[src/rtl/si570_pkg.sv]
`default_nettype none
// +--------------------------------------------------------------------+
// | si570_pkg : shared types and register constants for the sequencer  |
// | Rev 1.0                                                            |
// +--------------------------------------------------------------------+
package si570_pkg;

   typedef enum logic [2:0] {
      ST_IDLE     = 3'd0,
      ST_ISSUE    = 3'd1,
      ST_WAIT_RSP = 3'd2,
      ST_DONE     = 3'd3,
      ST_ERR      = 3'd4
   } state_t;

   typedef enum logic [2:0] {
      STEP_MUX      = 3'd0,
      STEP_FREEZE   = 3'd1,
      STEP_WR_A     = 3'd2,
      STEP_WR_B     = 3'd3,
      STEP_UNFREEZE = 3'd4,
      STEP_NEWFREQ  = 3'd5,
      STEP_POLL     = 3'd6
   } step_t;

   localparam logic [7:0] REG_HS_N1   = 8'd7;
   localparam logic [7:0] REG_RFREQ_B = 8'd10;
   localparam logic [7:0] REG_FREEZE  = 8'd137;
   localparam logic [7:0] REG_CTRL    = 8'd135;

   localparam logic [7:0] FREEZE_DCO   = 8'h10;
   localparam logic [7:0] NEW_FREQ     = 8'h40;
   localparam int         NEW_FREQ_BIT = 6;

endpackage
`default_nettype wire

[src/rtl/si570_txn_rom.sv]
`default_nettype none
// +--------------------------------------------------------------------+
// | si570_txn_rom : maps step index + latched settings to rv0 fields   |
// | Rev 1.0                                                            |
// +--------------------------------------------------------------------+
module si570_txn_rom
   import si570_pkg::*;
#(
   parameter logic [6:0] MUX_ADDR    = 7'h74,
   parameter logic [7:0] MUX_CHANNEL = 8'h01,
   parameter logic [6:0] SI570_ADDR  = 7'h5D
)
(
   input  step_t            i_step,
   input  logic [2:0]       i_hs_div,
   input  logic [6:0]       i_n1,
   input  logic [37:0]      i_rfreq,
   output logic [6:0]       o_slave_address,
   output logic [3:0][7:0]  o_wdata,
   output logic [1:0]       o_burst_count_wr,
   output logic [1:0]       o_burst_count_rd,
   output logic             o_rd_wrn
);

   always_comb begin
      o_slave_address  = SI570_ADDR;
      o_wdata          = '0;
      o_burst_count_wr = 2'd0;
      o_burst_count_rd = 2'd0;
      o_rd_wrn         = 1'b0;
      case (i_step)
         STEP_MUX: begin
            o_slave_address = MUX_ADDR;
            o_wdata[0]      = MUX_CHANNEL;
         end
         STEP_FREEZE: begin
            o_burst_count_wr = 2'd1;
            o_wdata[0]       = REG_FREEZE;
            o_wdata[1]       = FREEZE_DCO;
         end
         // Registers 7..12 are one big-endian field: HS_DIV, N1, RFREQ
         STEP_WR_A: begin
            o_burst_count_wr = 2'd3;
            o_wdata[0]       = REG_HS_N1;
            o_wdata[1]       = {i_hs_div, i_n1[6:2]};
            o_wdata[2]       = {i_n1[1:0], i_rfreq[37:32]};
            o_wdata[3]       = i_rfreq[31:24];
         end
         STEP_WR_B: begin
            o_burst_count_wr = 2'd3;
            o_wdata[0]       = REG_RFREQ_B;
            o_wdata[1]       = i_rfreq[23:16];
            o_wdata[2]       = i_rfreq[15:8];
            o_wdata[3]       = i_rfreq[7:0];
         end
         STEP_UNFREEZE: begin
            o_burst_count_wr = 2'd1;
            o_wdata[0]       = REG_FREEZE;
         end
         STEP_NEWFREQ: begin
            o_burst_count_wr = 2'd1;
            o_wdata[0]       = REG_CTRL;
            o_wdata[1]       = NEW_FREQ;
         end
         STEP_POLL: begin
            o_rd_wrn   = 1'b1;
            o_wdata[0] = REG_CTRL;
         end
         default: begin
            o_slave_address = 7'd0;
         end
      endcase
   end

endmodule
`default_nettype wire

[src/rtl/si570_freq_sequencer.sv]
`default_nettype none
// +--------------------------------------------------------------------+
// | si570_freq_sequencer : programs the Si570 to a new frequency over  |
// | the i2c_master rv0/rv1 channels from a single start pulse          |
// | Rev 1.0                                                            |
// +--------------------------------------------------------------------+
module si570_freq_sequencer
   import si570_pkg::*;
#(
   parameter logic [6:0] MUX_ADDR    = 7'h74,
   parameter logic [7:0] MUX_CHANNEL = 8'h01,
   parameter logic [6:0] SI570_ADDR  = 7'h5D,
   parameter int         MAX_POLLS   = 16
)
(
   input  logic            i_clk,
   input  logic            i_rst_n,
   input  logic            i_start,
   input  logic [2:0]      i_hs_div,
   input  logic [6:0]      i_n1,
   input  logic [37:0]     i_rfreq,
   output logic            o_busy,
   output logic            o_done,
   output logic            o_error,
   output logic [2:0]      o_fail_step,
   output logic            o_rv0_valid,
   input  logic            i_rv0_ready,
   output logic [6:0]      o_rv0_slave_address,
   output logic [3:0][7:0] o_rv0_wdata,
   output logic [1:0]      o_rv0_burst_count_wr,
   output logic [1:0]      o_rv0_burst_count_rd,
   output logic            o_rv0_rd_wrn,
   input  logic            i_rv1_valid,
   output logic            o_rv1_ready,
   input  logic [3:0][7:0] i_rv1_rdata,
   input  logic            i_rv1_nack
);

   localparam int PCW = (MAX_POLLS > 1) ? $clog2(MAX_POLLS) : 1;

   state_t           r_state, w_state_nxt;
   step_t            r_step, w_step_nxt;
   logic [PCW-1:0]   r_poll_cnt, w_poll_nxt;
   logic [2:0]       r_hs_div;
   logic [6:0]       r_n1;
   logic [37:0]      r_rfreq;
   logic             r_error, w_error_nxt;
   logic [2:0]       r_fail_step, w_fail_nxt;
   logic             w_latch;
   logic             w_issue;
   logic [6:0]       w_addr;
   logic [3:0][7:0]  w_wdata;
   logic [1:0]       w_bwr, w_brd;
   logic             w_rd_wrn;
   logic             w_unused_rdata;

   assign w_unused_rdata = ^i_rv1_rdata;

   si570_txn_rom #(
      .MUX_ADDR    (MUX_ADDR),
      .MUX_CHANNEL (MUX_CHANNEL),
      .SI570_ADDR  (SI570_ADDR)
   ) u_rom (
      .i_step           (r_step),
      .i_hs_div         (r_hs_div),
      .i_n1             (r_n1),
      .i_rfreq          (r_rfreq),
      .o_slave_address  (w_addr),
      .o_wdata          (w_wdata),
      .o_burst_count_wr (w_bwr),
      .o_burst_count_rd (w_brd),
      .o_rd_wrn         (w_rd_wrn)
   );

   always_ff @(posedge i_clk or negedge i_rst_n) begin
      if (!i_rst_n) begin
         r_state     <= ST_IDLE;
         r_step      <= STEP_MUX;
         r_poll_cnt  <= '0;
         r_hs_div    <= '0;
         r_n1        <= '0;
         r_rfreq     <= '0;
         r_error     <= 1'b0;
         r_fail_step <= '0;
      end else begin
         r_state     <= w_state_nxt;
         r_step      <= w_step_nxt;
         r_poll_cnt  <= w_poll_nxt;
         r_error     <= w_error_nxt;
         r_fail_step <= w_fail_nxt;
         if (w_latch) begin
            r_hs_div <= i_hs_div;
            r_n1     <= i_n1;
            r_rfreq  <= i_rfreq;
         end
      end
   end

   always_comb begin
      w_state_nxt = r_state;
      w_step_nxt  = r_step;
      w_poll_nxt  = r_poll_cnt;
      w_error_nxt = r_error;
      w_fail_nxt  = r_fail_step;
      w_latch     = 1'b0;
      case (r_state)
         ST_IDLE: begin
            if (i_start) begin
               w_latch     = 1'b1;
               w_step_nxt  = STEP_MUX;
               w_poll_nxt  = '0;
               w_error_nxt = 1'b0;
               w_fail_nxt  = '0;
               w_state_nxt = ST_ISSUE;
            end
         end
         ST_ISSUE: begin
            if (i_rv0_ready) w_state_nxt = ST_WAIT_RSP;
         end
         ST_WAIT_RSP: begin
            if (i_rv1_valid) begin
               if (i_rv1_nack) begin
                  w_state_nxt = ST_ERR;
                  w_error_nxt = 1'b1;
                  w_fail_nxt  = r_step;
               end else if (r_step < STEP_POLL) begin
                  w_step_nxt  = step_t'(r_step + 3'd1);
                  w_state_nxt = ST_ISSUE;
               end else if (!i_rv1_rdata[0][NEW_FREQ_BIT]) begin
                  w_state_nxt = ST_DONE;
               end else if (r_poll_cnt < PCW'(MAX_POLLS - 1)) begin
                  w_poll_nxt  = r_poll_cnt + 1'b1;
                  w_state_nxt = ST_ISSUE;
               end else begin
                  w_state_nxt = ST_ERR;
                  w_error_nxt = 1'b1;
                  w_fail_nxt  = STEP_POLL;
               end
            end
         end
         ST_DONE: w_state_nxt = ST_IDLE;
         ST_ERR:  w_state_nxt = ST_IDLE;
         default: w_state_nxt = ST_IDLE;
      endcase
   end

   // Fields are zeroed outside ISSUE so reset really leaves every output at 0
   assign w_issue              = (r_state == ST_ISSUE);
   assign o_rv0_valid          = w_issue;
   assign o_rv0_slave_address  = w_issue ? w_addr   : '0;
   assign o_rv0_wdata          = w_issue ? w_wdata  : '0;
   assign o_rv0_burst_count_wr = w_issue ? w_bwr    : '0;
   assign o_rv0_burst_count_rd = w_issue ? w_brd    : '0;
   assign o_rv0_rd_wrn         = w_issue ? w_rd_wrn : 1'b0;
   assign o_rv1_ready          = (r_state == ST_WAIT_RSP);
   assign o_busy               = w_issue || (r_state == ST_WAIT_RSP);
   assign o_done               = (r_state == ST_DONE);
   assign o_error              = r_error;
   assign o_fail_step          = r_fail_step;

endmodule
`default_nettype wire

[config.mk]
export PLATFORM = sky130hd
export DESIGN_NAME = si570_freq_sequencer
export DESIGN_NICKNAME = d
export VERILOG_FILES = /design/src/rtl/si570_pkg.sv /design/src/rtl/si570_txn_rom.sv /design/src/rtl/si570_freq_sequencer.sv
export SDC_FILE = /design/constraint.sdc
export NUM_CORES = 1
export LEC_CHECK = 0
export CELL_PAD_IN_SITES_DETAIL_PLACEMENT = 0
export CELL_PAD_IN_SITES_GLOBAL_PLACEMENT = 1
export CORE_MARGIN = 4
export CORE_UTILIZATION = 34
export CTS_CLUSTER_SIZE = 25
export DETAILED_ROUTE_END_ITERATION = 7
export PLACE_DENSITY_LB_ADDON = 0.08
export SETUP_SLACK_MARGIN = 0.02
export SLEW_MARGIN = 5
export SYNTH_ARGS = -nofsm -noshare
export SYNTH_HDL_FRONTEND = slang
export SYNTH_SLANG_ARGS = --single-unit
[constraint.sdc]
create_clock -name i_clk -period 4.6 [get_ports i_clk]
set_input_delay 0.92 -clock i_clk [delete_from_list [all_inputs] [get_ports i_clk]]
set_output_delay 0.92 -clock i_clk [all_outputs]
set_load 0.01 [all_outputs]
==> out/metrics.yaml, run 1 <==
area_growth_synth_to_finish_pct: 40.0
cts.htree.levels: 3
total_grt_overflow: 0
crit_path_cells: "inv_1 > ha_1 > nor2b_2 > buf_4 > nor2_1 > a21oi_1 > clkdlybuf4s50_1"
path_class: "reg -> out"
status: "completed"
grt_pass1_vias: 2613
place_hpwl_um: 5670
final-max-slew-violation-count: 0
setup_viol_count_final: 0
core_region_um2: 9240
place_congestion: 0.759
grt_antenna_before_repair: 0
worst-endpoint-arrival_ns: 2.66
worstPathRequired_ns: 3.68
chip_width_um: 105
timing.reg2reg.worst_path_depth: 3
design.portCount: 138
final_critical_path_time_including_i_o_delays_and_setup_ns: 3.58
insertion_delay_ns: 0.34
cts_hold_repair.buffers: 0
route.vias.total: 2449
drtAntennaViolNets: 0
preCtsSetupSlack_ns: 1.32
max_cap_violations: 0
clkTransAtPathRegs_ns: 0.07
postLayoutCellArea_um2: 4510
final_common_cell: "sky130_fd_sc_hd__clkdlybuf4s50_1"
slowest_stage: "sky130_fd_sc_hd__clkdlybuf4s50_1"
cts_sinks: 62
cellLeakagePower_nw: 1.82
die_height_um: 105
detailedRoute.firstIterationViolations: 63
synth.largest_area_cell: "sky130_fd_sc_hd__dfrtp_1"
share_of_the_clock_period_used_by_the_worst_path_after_layout: 0.778
count_of_cells_along_the_worst_hold_path: 1
worst_pin_slew_ns: 0.672
mostFrequentLayoutCells: "sky130_fd_sc_hd__clkdlybuf4s50_1 (99), sky130_fd_sc_hd__dfrtp_1 (62), sky130_fd_sc_hd__nor2_1 (44), sky130_fd_sc_hd__mux2_2 (27)"
max_slew_headroom_at_the_worst_pin: 0.552
io_buffers: 100
dpl.cell_count: 499
holdPathEnd: "o_fail_step[0]$_DFFE_PN0P_"
drt-vias-per-instance: 4.76
fin_tns_setup_ns: 0
grt_use_total: 0.148
finalClockSkew_ns: 0.00400
startpoint_type: "flop"
rsz_0062_raised_after_global_routing: "no"
cts_root_buf: "sky130_fd_sc_hd__clkbuf_8"
critical_path.max_stage_delay_ns: 0.58
synth.distinct_cells: 50
critPathBufInv: 3
routed_wl_um: 7950
final_hold_viol_count: 0
regToRegSetupSlack_ns: 2.71
post_syn_area_um2: 3220
holdCritStartpoint: "o_fail_step[0]$_DFFE_PN0P_"
worstPathMaxFanout: 21
ir_drop_mv: 0.225
num-nets-final: 474
setup.worst_path.end_class: "output pin"
cts-resized-gates: 0
grt_max_degree: 50
wl_per_cell_um: 15.4
post-route-drc-count: 0
drive_gt1_frac: 0.168
die-area_um2: 11100
r2r-start: "r_state[0]$_DFFE_PN0P_"
dominant_cells_by_area_after_synthesis: "sky130_fd_sc_hd__dfrtp_1 (48%), sky130_fd_sc_hd__mux2_2 (9.4%), sky130_fd_sc_hd__mux2_1 (7.7%), sky130_fd_sc_hd__a22oi_1 (5.1%), sky130_fd_sc_hd__nor2_1 (5.1%)"
gate_count_post_synth: 287
synth_async_sr_flop_share: 1.00
detailed_place.area_um2: 4280
cts_buffers: 9
top_reg_cell_synth: "sky130_fd_sc_hd__dfrtp_1"
cts_setup_buffers: 0
first_pass_iters: 4
rows: 35
avgSynthCellArea_um2: 11.2
worstHoldPathType: "reg -> reg"
cts-root-to-sink-buffers: 2
post-layout-total-power_w: 0.00240
layout_setup_ws_ns: 1.02
synth.yosys.seq_area_share: 0.482
powerDensity_nw_per_um2: 533
antenna-diode-count: 0
timing.fmax_ghz: 0.279
synth.ff_latch_count: 62
tritoncts: "yes"
synth_top_area_share: 0.482
synth_enable_flop_cells: 0
critical-path-top-delay-family: "buffers and inverters"
fin_cells: 515
grt_first_pass_wirelength_um: 13100
floorplan.initialDensity: 0.349
worstReg2RegEnd: "r_rfreq[17]$_DFFE_PN0P_"
synth-warning-count: 0
## worst max-delay path by stage
stage                              endpoint  depth (start not counted)                  start
global placement    o_rv0_burst_count_wr[0]                          7  r_step[0]$_DFFE_PN0P_
detailed placement  o_rv0_burst_count_wr[0]                          7  r_step[0]$_DFFE_PN0P_
floorplan            o_rv0_slave_address[4]                          8  r_step[2]$_DFFE_PN0P_
finish              o_rv0_burst_count_wr[0]                          7  r_step[0]$_DFFE_PN0P_
CTS                 o_rv0_burst_count_wr[0]                          7  r_step[0]$_DFFE_PN0P_
global route        o_rv0_burst_count_wr[0]                          7  r_step[0]$_DFFE_PN0P_
## synthesized netlist by cell type, types with 2 or more instances
cell type,n
sky130_fd_sc_hd__dfrtp_1,62
sky130_fd_sc_hd__clkbuf_1,8
sky130_fd_sc_hd__nand3_1,4
sky130_fd_sc_hd__mux2_2,27
sky130_fd_sc_hd__ha_1,7
sky130_fd_sc_hd__buf_6,3
sky130_fd_sc_hd__buf_2,7
sky130_fd_sc_hd__and3_1,3
sky130_fd_sc_hd__mux2_4,2
sky130_fd_sc_hd__o2bb2ai_1,2
sky130_fd_sc_hd__a21oi_1,14
sky130_fd_sc_hd__inv_2,3
sky130_fd_sc_hd__nor2_1,44
sky130_fd_sc_hd__inv_1,6
sky130_fd_sc_hd__nor2b_1,3
sky130_fd_sc_hd__o31ai_1,2
sky130_fd_sc_hd__a31o_1,2
sky130_fd_sc_hd__and2_1,2
sky130_fd_sc_hd__o21ai_0,3
sky130_fd_sc_hd__buf_4,10
sky130_fd_sc_hd__nand2_1,2
sky130_fd_sc_hd__a22oi_1,22
sky130_fd_sc_hd__mux2_1,22
## where the power goes
| group | switching, W | internal, W | leakage [nW] |
|---|---|---|---|
| Sequential | 0.000147 | 0.000793 | 0.755 |
| Combinational | 0.000418 | 0.000487 | 0.952 |
| Clock | 0.000234 | 0.000324 | 0.110 |
## per-layer routing
metal | track usage | share of wire
met1 | 0.188 | 0.45
met2 | 0.233 | 0.47
met3 | 0.0606 | 0.078
met4 | 0.0394 | 0.0074
met5 | 0 | 0
## state kept, by name (all words and copies together), names as in the netlist
signal / flops
r_n1: 7
r_hs_div: 3
r_step: 3
o_error: 1
o_fail_step: 3
r_rfreq: 38
r_state: 3
r_poll_cnt: 4
## cells by family (layout without fill, tap and decap cells)
logic type	Yosys count	count (layout)	synth area share
and+or+nand+nor	70	70	0.107
buffers and inverters	37	131	0.0645
AOI/OAI and AO/OA	59	59	0.138
adders and majority gates	7	7	0.0272
DFF	62	62	0.482
muxes	51	51	0.181
other	1	6	0.00116
## area by class of cell
class / count / area [µm²]
multi-input combinational: 193 / 1490
fill: 883 / 4730
clock buffer: 10 / 138
sequential: 62 / 1550
clock inverter: 6 / 92.6
timing repair buffer: 106 / 1040
tap: 129 / 161
inverter: 9 / 33.8
## through the flow
stage	hold slack, ns	utilization
floorplan	0.458	-
global placement	0.463	0.463
detailed placement	0.471	0.463
CTS	0.488	0.488
global route	0.502	0.488
finish	0.481	0.488
No activity file was read; power rests on OpenSTA's default activity.
==> run 2, diff against run 1 <==
CORE_UTILIZATION = 32   (was 34)
clock period = 3.4 ns   (was 4.6 ns; I/O delays follow)
==> out/metrics.yaml, run 2 (same netlist as run 1, synthesis figures left out) <==
status: "completed"
finalClockSkew_ns: 0.00787  # +0.00387 ns
tritoncts: "yes"
preCtsSetupSlack_ns: 0.440  # -0.881 ns
cts_setup_buffers: 0  # unchanged
place_congestion: 0.745  # -1.9%
largestRegisters: "r_rfreq x38, r_n1 x7, r_poll_cnt x4"
max_slew_headroom_at_the_worst_pin: 0.554  # +0.00199
worstPathRequired_ns: 2.72  # -0.96 ns
worstHoldPathType: "in -> async"
route.vias.total: 2517  # +2.8%
grt_use_total: 0.144  # -0.00362
clkTransAtPathRegs_ns: 0.07  # about the same
fin_tns_setup_ns: 0  # unchanged
wl_per_cell_um: 15.5  # +0.67%
path_class: "reg -> out"
floorplan.initialDensity: 0.329  # -0.0191
largest_register_ffs: 38  # unchanged
final-max-slew-violation-count: 0  # unchanged
worst_pin_slew_ns: 0.669  # -0.00298 ns
total_grt_overflow: 0  # unchanged
place_hpwl_um: 5800  # +2.3%
num-nets-final: 477  # +0.63%
cts_sinks: 62  # unchanged
worstPathMaxFanout: 25  # +19%
cts_root_buf: "sky130_fd_sc_hd__clkbuf_8"
drive_gt1_frac: 0.180  # +0.0116
first_pass_iters: 4  # unchanged
die_height_um: 108  # +2.8%
final_common_cell: "sky130_fd_sc_hd__clkdlybuf4s50_1"
ff_latch_area_um2: 1550  # unchanged
design.portCount: 138  # unchanged
final_hold_viol_count: 0  # unchanged
detailedRoute.firstIterationViolations: 131  # +110%
fin_cells: 522  # +1.4%
cts_buffers: 9  # unchanged
die-area_um2: 11700  # +5.8%
dpl.cell_count: 506  # +1.4%
fillers: 946  # +7.1%
insertion_delay_ns: 0.33  # about the same
cellLeakagePower_nw: 1.81  # -0.35%
share_of_the_clock_period_used_by_the_worst_path_after_layout: 0.923
rsz_0062_raised_after_global_routing: "no"
drt-vias-per-instance: 4.82  # +1.4%
startpoint_type: "flop"
setup_viol_count_final: 0  # unchanged
rows: 36  # +2.9%
grt_max_degree: 50  # unchanged
antenna-diode-count: 0  # unchanged
routed_wl_um: 8120  # +2.0%
max_cap_violations: 0  # unchanged
core_region_um2: 9770  # +5.8%
chip_width_um: 108  # +2.8%
grt_pass1_vias: 2569  # -1.7%
multi_input_area_um2: 1500  # +0.34%
worst-endpoint-arrival_ns: 2.46  # -0.20 ns
setup.worst_path.end_class: "output pin"
cts.htree.levels: 3  # unchanged
cts-root-to-sink-buffers: 2  # unchanged
grt_antenna_before_repair: 0  # unchanged
post-route-drc-count: 0  # unchanged
drtAntennaViolNets: 0  # unchanged
grt_first_pass_wirelength_um: 13100  # -0.21%
area_growth_synth_to_finish_pct: 39.7
io_buffers: 100  # unchanged
final_critical_path_time_including_i_o_delays_and_setup_ns: 3.14
ir_drop_mv: 0.339  # +51%
powerDensity_nw_per_um2: 688  # +29%
layout_setup_ws_ns: 0.261  # -0.761 ns
max_flop_register: "r_rfreq"
timing.fmax_ghz: 0.319
mostFrequentLayoutCells: "sky130_fd_sc_hd__clkdlybuf4s50_1 (99), sky130_fd_sc_hd__dfrtp_1 (62), sky130_fd_sc_hd__nor2_1 (44), sky130_fd_sc_hd__mux2_2 (27)"
run 2: layer usage:
metal / track usage / part of all wire / vias up / wire [µm]
li1: - / - / 1199 / -
met1: 0.190 / 0.45 / 1241 / 3680
met2: 0.225 / 0.47 / 71 / 3820
met3: 0.0436 / 0.068 / 6 / 551
met4: 0.0514 / 0.0089 / 0 / 72
met5: 0 / 0 / - / 0
run 2: worst max-delay path, cell delays in order (launching register included):
cell,delay (ns)
sky130_fd_sc_hd__dfrtp_1,0.51
sky130_fd_sc_hd__ha_1,0.25
sky130_fd_sc_hd__ha_1,0.20
sky130_fd_sc_hd__buf_4,0.24
sky130_fd_sc_hd__a222oi_1,0.34
sky130_fd_sc_hd__nor2_1,0.10
sky130_fd_sc_hd__clkdlybuf4s50_1,0.50
run 2: power by group:
part / internal [W] / total, W / switching, W
registers: 0.00107 / 0.00128 / 0.000207
logic: 0.000680 / 0.00125 / 0.000566
clock network: 0.000280 / 0.000566 / 0.000286
total: 0.00203 / 0.00309 / 0.00106
run 2: worst paths after layout:
kind,to,depth (start not counted),start,slack [ns]
worst min-delay path,r_state[1]$_DFFE_PN0P_,1,i_rst_n,0.39
worst max register to register,r_poll_cnt[0]$_DFFE_PN0P_,4,r_state[1]$_DFFE_PN0P_,1.62
worst min register to register,r_hs_div[0]$_DFFE_PN0P_,1,r_hs_div[0]$_DFFE_PN0P_,0.49
max in group asynchronous,r_step[2]$_DFFE_PN0P_,2,i_rst_n,2.30
min in group i_clk,r_hs_div[0]$_DFFE_PN0P_,1,r_hs_div[0]$_DFFE_PN0P_,0.49
worst max-delay path,o_rv0_wdata[14],6,r_step[1]$_DFFE_PN0P_,0.26
run 2: through the flow:
stage               utilization  total power (W)  hold WS, ns  cell area [µm²]
floorplan                     -          0.00211        0.384             3240
global placement          0.442          0.00252        0.468             4320
detailed placement        0.442          0.00255        0.476             4320
CTS                       0.460          0.00314        0.392             4490
global route              0.460          0.00332        0.433             4500
finish                    0.460          0.00309        0.385             4500
run 2: cell type report:
| class | instances | area share |
|---|---|---|
| sequential | 62 | 0.345 |
| tap | 133 | 0.0370 |
| multi-input combinational | 193 | 0.333 |
| inverter | 9 | 0.00751 |
| clock buffer | 10 | 0.0306 |
| clock inverter | 6 | 0.00834 |
| timing repair buffer | 109 | 0.239 |
run 2: repair_timing:
item / 4_1_cts / 5_1_grt
setup endpoints to repair: 0 / 8
hold buffers: 0 / 0
resized for setup: 0 / 2
